**config.mk**
```make
export PLATFORM = sky130hd
export DESIGN_NAME = adc_serial_tx
export DESIGN_NICKNAME = d
export VERILOG_FILES = /design/src/rtl/adc_serial_pkg.sv /design/src/rtl/adc_serial_tx_lane.sv /design/src/rtl/adc_serial_tx.sv
export SDC_FILE = /design/constraint.sdc
export NUM_CORES = 1
export LEC_CHECK = 0
export ABC_AREA = 1
export CORE_AREA = 3 3 156 158
export DETAILED_ROUTE_END_ITERATION = 12
export DIE_AREA = 0 0 159 161
export MAX_ROUTING_LAYER = met4
export PLACE_DENSITY = 0.66
export REMOVE_ABC_BUFFERS = 1
export SYNTH_ARGS = -nofsm -noshare
export SYNTH_HDL_FRONTEND = slang
export SYNTH_SLANG_ARGS = --single-unit
```
**constraint.sdc**
```tcl
create_clock -name aclk -period 2.17 [get_ports aclk]
set_input_delay 0.434 -clock aclk [delete_from_list [all_inputs] [get_ports aclk]]
set_output_delay 0.434 -clock aclk [all_outputs]
set_load 0.005 [all_outputs]
```
**src/rtl/adc_serial_pkg.sv**
```systemverilog
// -----------------------------------------------------------------------------
// adc_serial_pkg
// Shared types and defaults for the serial ADC emulator (adc_serial_tx).
//   - mode_e       : sample-source selection (stream / fixed pattern / ramp)
//   - state_e      : transmitter FSM state, exposed as a typed enum so it can
//                    be probed by name
//   - DEF_*        : default geometry and pattern words
//   - fclk_high_len: number of bit times the frame clock stays high per frame
// -----------------------------------------------------------------------------
package adc_serial_pkg;

  localparam int          DEF_LANES      = 8;
  localparam int          DEF_BITS       = 12;
  localparam logic [11:0] DEF_IDLE_WORD  = 12'h800;  // mid-scale, sent on underrun
  localparam logic [11:0] DEF_FIXED_WORD = 12'hA5C;  // fixed-pattern word

  // Encoding 3 is reserved and behaves like the fixed pattern.
  typedef enum logic [1:0] {
    MODE_STREAM = 2'd0,
    MODE_FIXED  = 2'd1,
    MODE_RAMP   = 2'd2,
    MODE_RSVD   = 2'd3
  } mode_e;

  typedef enum logic {
    ST_IDLE = 1'b0,
    ST_RUN  = 1'b1
  } state_e;

  // Frame clock is high for the first half of every frame.
  function automatic int fclk_high_len(input int bits);
    return bits / 2;
  endfunction

  localparam int DEF_FCLK_HIGH = DEF_BITS / 2;

endpackage

```
**src/rtl/adc_serial_tx_lane.sv**
```systemverilog
// -----------------------------------------------------------------------------
// adc_lane_serializer
// One serial lane: BITS-wide parallel-load shift register, MSB first.
// The output is the register MSB, so it is registered by construction.
// Ports:
//   i_clk, i_rst_n : clock, asynchronous active-low reset
//   i_load         : capture i_word (highest priority)
//   i_clear        : zero the register (transmitter disabled)
//   i_shift        : shift left one bit, zero fill
//   i_word         : parallel word for this lane
//   o_ser          : serial data out (current MSB)
// -----------------------------------------------------------------------------
module adc_lane_serializer #(
  parameter int BITS = 12
) (
  input  logic            i_clk,
  input  logic            i_rst_n,
  input  logic            i_load,
  input  logic            i_clear,
  input  logic            i_shift,
  input  logic [BITS-1:0] i_word,
  output logic            o_ser
);

  logic [BITS-1:0] r_sh;

  always_ff @(posedge i_clk or negedge i_rst_n) begin
    if (!i_rst_n) begin
      r_sh <= '0;
    end else if (i_load) begin
      r_sh <= i_word;
    end else if (i_clear) begin
      r_sh <= '0;
    end else if (i_shift) begin
      r_sh <= {r_sh[BITS-2:0], 1'b0};
    end
  end

  assign o_ser = r_sh[BITS-1];

endmodule

```
**src/rtl/adc_serial_tx.sv**
```systemverilog
// -----------------------------------------------------------------------------
// adc_serial_tx
// On-chip ADC emulator: serializes one BITS-wide word per lane per frame onto
// LANES serial lanes (one bit per aclk, MSB first) with an aligned frame clock.
// Ports:
//   aclk, aresetn  : clock, asynchronous active-low reset
//   en             : transmitter enable (dropping it abandons the frame)
//   mode           : 0 stream, 1 fixed, 2 ramp, 3 reserved (= fixed)
//   sync_req       : restart framing this cycle (only while en)
//   s_tdata/tvalid : stream source, lane k = s_tdata[k*BITS +: BITS]
//   s_tready       : combinational; high exactly on a stream-mode load cycle
//   ser_d          : serial lanes, registered
//   ser_fclk       : frame clock, high for the first BITS/2 bits of a frame
//   frame_cnt      : frames started since reset (wraps)
//   underrun       : sticky, a stream frame started without s_tvalid
//   underrun_clr   : clears underrun (a simultaneous new underrun wins)
// Valid/ready: a word is consumed on a cycle where s_tvalid && s_tready; its
// MSB appears on ser_d the next cycle and its LSB BITS cycles after accept.
// -----------------------------------------------------------------------------
module adc_serial_tx
  import adc_serial_pkg::*;
#(
  parameter int              LANES      = DEF_LANES,
  parameter int              BITS       = DEF_BITS,
  parameter logic [BITS-1:0] IDLE_WORD  = DEF_IDLE_WORD,
  parameter logic [BITS-1:0] FIXED_WORD = DEF_FIXED_WORD
) (
  input  logic                  aclk,
  input  logic                  aresetn,
  input  logic                  en,
  input  logic [1:0]            mode,
  input  logic                  sync_req,
  input  logic [LANES*BITS-1:0] s_tdata,
  input  logic                  s_tvalid,
  output logic                  s_tready,
  output logic [LANES-1:0]      ser_d,
  output logic                  ser_fclk,
  output logic [31:0]           frame_cnt,
  output logic                  underrun,
  input  logic                  underrun_clr
);

  localparam int CW        = $clog2(BITS);
  localparam int FCLK_HIGH = fclk_high_len(BITS);

  state_e          r_state;
  state_e          w_state_nxt;
  logic [CW-1:0]   r_bit_cnt;
  logic [CW-1:0]   w_cnt_inc;
  logic [BITS-1:0] r_ramp;
  logic [31:0]     r_frame_cnt;
  logic            r_underrun;
  logic            r_fclk;
  logic            w_last_bit;
  logic            w_load;
  logic            w_shift;
  logic            w_clear;
  mode_e           w_mode;
  logic [BITS-1:0] w_word [LANES];

  assign w_mode = mode_e'(mode);

  // ---------------- FSM: state register ----------------
  always_ff @(posedge aclk or negedge aresetn) begin
    if (!aresetn) begin
      r_state <= ST_IDLE;
    end else begin
      r_state <= w_state_nxt;
    end
  end

  // ---------------- FSM: next state ----------------
  always_comb begin
    w_state_nxt = r_state;
    if (!en) begin
      w_state_nxt = ST_IDLE;
    end else if (w_load) begin
      w_state_nxt = ST_RUN;
    end
  end

  // ---------------- FSM: outputs ----------------
  // load is gated by aresetn so no word is ever handshaken while in reset.
  always_comb begin
    w_last_bit = (r_state == ST_RUN) && (r_bit_cnt == CW'(BITS - 1));
    w_load     = aresetn && en && ((r_state == ST_IDLE) || w_last_bit || sync_req);
    w_shift    = en && (r_state == ST_RUN) && !w_load;
    w_clear    = !en;
    s_tready   = w_load && (w_mode == MODE_STREAM);
  end

  // ---------------- word select (used only on load) ----------------
  always_comb begin
    for (int k = 0; k < LANES; k++) begin
      w_word[k] = FIXED_WORD;
      case (w_mode)
        MODE_STREAM: w_word[k] = s_tvalid ? s_tdata[k*BITS +: BITS] : IDLE_WORD;
        MODE_RAMP:   w_word[k] = r_ramp + BITS'(k);
        default:     w_word[k] = FIXED_WORD;
      endcase
    end
  end

  // A shift only happens below the last bit, so the increment never overflows.
  assign w_cnt_inc = r_bit_cnt + CW'(1);

  // ---------------- counters, frame clock, flags ----------------
  always_ff @(posedge aclk or negedge aresetn) begin
    if (!aresetn) begin
      r_bit_cnt   <= '0;
      r_fclk      <= 1'b0;
      r_frame_cnt <= '0;
      r_ramp      <= '0;
      r_underrun  <= 1'b0;
    end else begin
      if (w_load) begin
        r_bit_cnt   <= '0;
        r_fclk      <= 1'b1;
        r_frame_cnt <= r_frame_cnt + 32'd1;
        if (w_mode == MODE_RAMP) begin
          r_ramp <= r_ramp + BITS'(1);
        end
      end else if (w_shift) begin
        r_bit_cnt <= w_cnt_inc;
        r_fclk    <= (w_cnt_inc < CW'(FCLK_HIGH));
      end else begin
        r_bit_cnt <= '0;
        r_fclk    <= 1'b0;
      end

      if (w_load && (w_mode == MODE_STREAM) && !s_tvalid) begin
        r_underrun <= 1'b1;
      end else if (underrun_clr) begin
        r_underrun <= 1'b0;
      end
    end
  end

  // ---------------- lane serializers ----------------
  for (genvar k = 0; k < LANES; k++) begin : g_lane
    adc_lane_serializer #(
      .BITS(BITS)
    ) u_lane (
      .i_clk  (aclk),
      .i_rst_n(aresetn),
      .i_load (w_load),
      .i_clear(w_clear),
      .i_shift(w_shift),
      .i_word (w_word[k]),
      .o_ser  (ser_d[k])
    );
  end

  assign ser_fclk  = r_fclk;
  assign frame_cnt = r_frame_cnt;
  assign underrun  = r_underrun;

endmodule

```
Word-level counts from Yosys, hierarchy flattened. Cells that the tools add are included.

Bitwise gates (word level): 1. Equal/unequal tests: 4. Reductions and logical operators: 14. $add $sub $neg: 9. $lt $le $gt $ge: 1. Muxes and demuxes: 48.

Operators with widths (number): two-way mux 12 bit (32); case mux 12 bit (2 select lines) (8); adder 12 x 3 -> 12 bit, second input constant (4); adder 32 x 1 -> 32 bit, second input constant (1); adder 12 x 2 -> 12 bit, second input constant (2); adder 12 x 1 -> 12 bit, second input constant (1); two-way mux 4 bit (2); logical AND 1 bit (7); two-way mux 1 bit (6); adder 4 x 1 -> 4 bit, second input constant (1); equality test 4 bit, second input constant (1); < comparator 4 x 3 -> 1 bit, second input constant (1); != test 3 x 1 -> 1 bit, second input constant (1); equality test 2 bit, second input constant (1); logical NOT 1 bit (2); logical NOT 2 bit (1); logical OR 1 bit (2); != test 2 x 1 -> 1 bit, second input constant (1); AND reduction 2 bit (1); nonzero test 2 bit (1); inverter 1 bit (1).

Logic and storage cells: 91. Bits of input ports: 104. Flip-flop bits (word level): 147.

Logic depth before layout (Yosys ltp).
Depth after elaboration: 10. Mapped depth: 12.

By module. Synthesis repeated with hierarchy kept, for this count alone.

Cell total of the unflattened synthesis: 1671. Area total of the unflattened synthesis: 10612.7 um2.

By module, submodules not included: adc_lane_serializer (cells an instance 108, area an instance 713.2 um2, instances 8, seq. area each 300.3 um2); adc_serial_tx (cells an instance 807, area an instance 4907.2 um2, instances 1, seq. area each 1276.2 um2).

Worst setup path before layout. OpenSTA, ideal clock, no wires.

Path type: reg2out. Start: register r_bit_cnt[0]. End: output s_tready. Slack: 0.371 ns. Arrival: 1.365 ns. Buffers on the path: 2. Cell stages (with the launch flop): 8. Cell sequence: dfrtp_1 > ha_1 > nand3_1 > nand3_1 > nand2_4 > buf_2 > buf_2 > nor2_1.

Longest elaborated chain between the ends: 6.

RTL lines: from (decl) (RTL line adc_serial_tx.sv:48) `logic [CW-1:0] r_bit_cnt;`; from (signal assigned) (RTL line adc_serial_tx.sv:124) `r_bit_cnt <= w_cnt_inc;`; equality test 4 bit (RTL line adc_serial_tx.sv:85) `w_last_bit = (r_state == ST_RUN) && (r_bit_cnt == CW'(BITS - 1));`; logical AND 1 bit (RTL line adc_serial_tx.sv:85); logical OR 1 bit (2 in series) (RTL line adc_serial_tx.sv:86) `w_load = aresetn && en && ((r_state == ST_IDLE) || w_last_bit || sync_req);`; logical AND 1 bit (RTL line adc_serial_tx.sv:86); logical AND 1 bit (RTL line adc_serial_tx.sv:89) `s_tready = w_load && (w_mode == MODE_STREAM);`; to (decl) (RTL line adc_serial_tx.sv:35) `output logic s_tready,`.

No other way between the ends.

Worst setup path in the final report. Same ends and word-level chain as after synthesis.

==> results.cfg <==
[placed_design]
numPortBuffers = 146
gp_congestion = 0.964
post-dp-hpwl_um = 24600

[logic_synthesis]
syn_area_um2 = 9170
synth.avg_cell_area_um2 = 6.84
ys_warn_count = 0
synth_top_area_share = 0.401
yosysTopAreaCell = dfrtp_1
yosysSeqAreaShare = 0.401
syn-instance-count = 1342
synthTopCellsByArea = dfrtp_1 40%, nand2_1 18%, o21ai_0 8.0%
synth-seq-cells = 147
ys_types = 39

[route]
dr.pass1.iters = 6
drc = 0
num_vias = 9677
ant_nets = 0
avgRoutedWirePerCell_um = 17.5
wl_um = 32700
via_per_inst = 5.17
drtIter0Drc = 751

[sta]
hold_viol = 0
finalCritPeriodShare = 0.944
worst_slew_pin_slew_ps = 662
whs_ps = 71.9
fin_skew_ps = 12.3
rsz0062_at_grt = false
fin_crit_ps = 2050
fmax_ghz = 0.488
relSlewSlack = 0.558
setup_viol = 0
slew_violations = 0

[setup_path]
worstSetupPathType = reg2out
worstPathMaxFanout = 2
r2r_start = r_bit_cnt[0]
crit_start = r_bit_cnt[0]
cpLargestDelayFamily = flip-flops
crit_buf_inv = 1
critPathCaptureType = output port
crit_path_max_incr_delay_ps = 380
crit_arrival_ps = 1610
required_ps = 1740
path_cells = ha_2 -> nand3_1 -> nand3_2 -> nand2_4 -> nor2_4 -> dlygate4sd2_1
start_kind = flip-flop
crit_path_top_delay_cell = dfrtp_1

[finish]
area_delta_synth_final_pct = 33.8
final_util = 0.528
finalNetCount = 1652
drive_above_1_share = 0.103
final_common_cell = nand2_1
layout_common_cells = 448 x nand2_1, 152 x nor2_1, 146 x o21ai_0, 146 x dfrtp_1, 143 x clkdlybuf4s50_1

[power_and_ir_drop]
ir_drop_v = 0.000504
total_leakage_power_nw = 5.67
p_per_area_nw_per_um2 = 837

[flow_run]
maxCapViolations = 0

[floorplan]
io-pin-count = 147
die_area_um2 = 25600
initial_utilization = 0.394
dieHeight_um = 161
num_rows = 56
die_x_um = 159
core-area_um2 = 23300

[grt]
grt_overflow_total = 0
grt_pass1_wl_um = 51800
grt_usage = 0.262
antenna_found_initial = 1
grt_max_degree = 102
grt_pass1_vias = 9662

[clock_tree]
insertion_delay_ps = 430
htreeDepth = 4
cts_buffers = 17
cts_tree = yes
cts.sinks = 147
cts_setup_buffers = 0
clock_path_buffers = 2
path_clk_slew_ps = 70
cts_root_buf = clkbuf_16

[worst_hold_path]
hold_class = in2async

[run_status]
status = finished clean
## final timing paths
check / to / slack [ps] / cells past startpoint
setup / recovery: s_tready / 120 / 6
hold / removal: g_lane[5].u_lane.r_sh[11] / 70 / 2
setup reg to reg: g_lane[5].u_lane.r_sh[6] / 120 / 10
hold reg to reg: g_lane[6].u_lane.r_sh[0] / 470 / 2
max in group asynchronous: r_ramp[0] / 880 / 3
min in group aclk: g_lane[6].u_lane.r_sh[0] / 470 / 2
## sequential cells by signal (all words and copies together) (netlist names)
signal	flops
g_lane.u_lane.r_sh	96
frame_cnt	32
r_ramp	12
r_bit_cnt	4
r_state	1
ser_fclk	1
underrun	1
## cell families (layout without fill, tap and decap cells)
family	count (synthesis)	in the layout	share of synthesized area
and+or+nand+nor	727	727	0.325
DFF	147	147	0.401
other	0	1	0
adders and majority gates	11	11	0.0150
buffers and inverters	171	379	0.0820
xor gates and xnor gates	33	33	0.0315
AOI/OAI and AO/OA	253	253	0.145
## repair_timing
item                       4_1_cts  5_1_grt
setup endpoints to repair        1       38
resized for setup                6        3
hold buffers                     0        0
## cells in the mapped netlist, drive strengths merged
cell,instances
ha,11
o31ai,2
o211ai,6
nand3,80
nand4,19
a22oi,4
and3,1
inv,97
o22ai,6
o21ai,148
or2,2
buf,50
nor3,11
xor2,23
nand3b,2
xnor2,10
nand2,451
a21oi,68
o22a,1
o2bb2ai,1
nor2,161
o21bai,1
clkbuf,24
dfrtp,147
a31oi,16
## report_power, final
| group | total (mW) | internal, mW | switching, mW |
|---|---|---|---|
| sequential | 3.44 | 3.12 | 0.320 |
| clock | 3.24 | 1.88 | 1.36 |
| combinational | 3.60 | 1.35 | 2.25 |
| total | 10.3 | 6.35 | 3.93 |
## cell type report
class	instances	area, um^2
fillers	2367	11000
multi-input cells	1024	4760
flip-flops and latches	147	3680
repair buffers	250	2430
clock buffers	18	429
well taps	319	399
inverters	97	367
clock inverters	14	206
diodes	1	2.50
## worst reg2reg max path: stages (launching register included)
cell,delay (ps)
dfrtp_1,380
ha_2,200
nand3_1,100
nand3_2,90
nand2_4,110
buf_6,240
nand2_1,120
inv_2,170
buf_12,220
o21ai_0,170
a21oi_1,170
## through the flow
stage	TNS (ps)	instance area (um^2)	power, mW	std cells	setup WS [ps]
2_1_floorplan	-68400	8790	5.13	1268	-1250
3_3_place_gp	-12530	11600	7.01	1837	-294
3_5_place_dp	-15190	11600	7.02	1837	-269
4_1_cts	0	12300	10.3	1869	49.1
5_1_grt	0	12300	10.8	1870	5.36
6_report	0	12300	10.3	1870	122
## per-layer routing
metal,vias to the layer above,global-route usage,share of wire
met5,-,-,0
met1,4600,0.350,0.45
li1,4721,-,-
met4,0,0.0804,0.024
met2,313,0.417,0.47
met3,43,0.0387,0.055
Note: power is estimated with default switching activity, not from simulation.
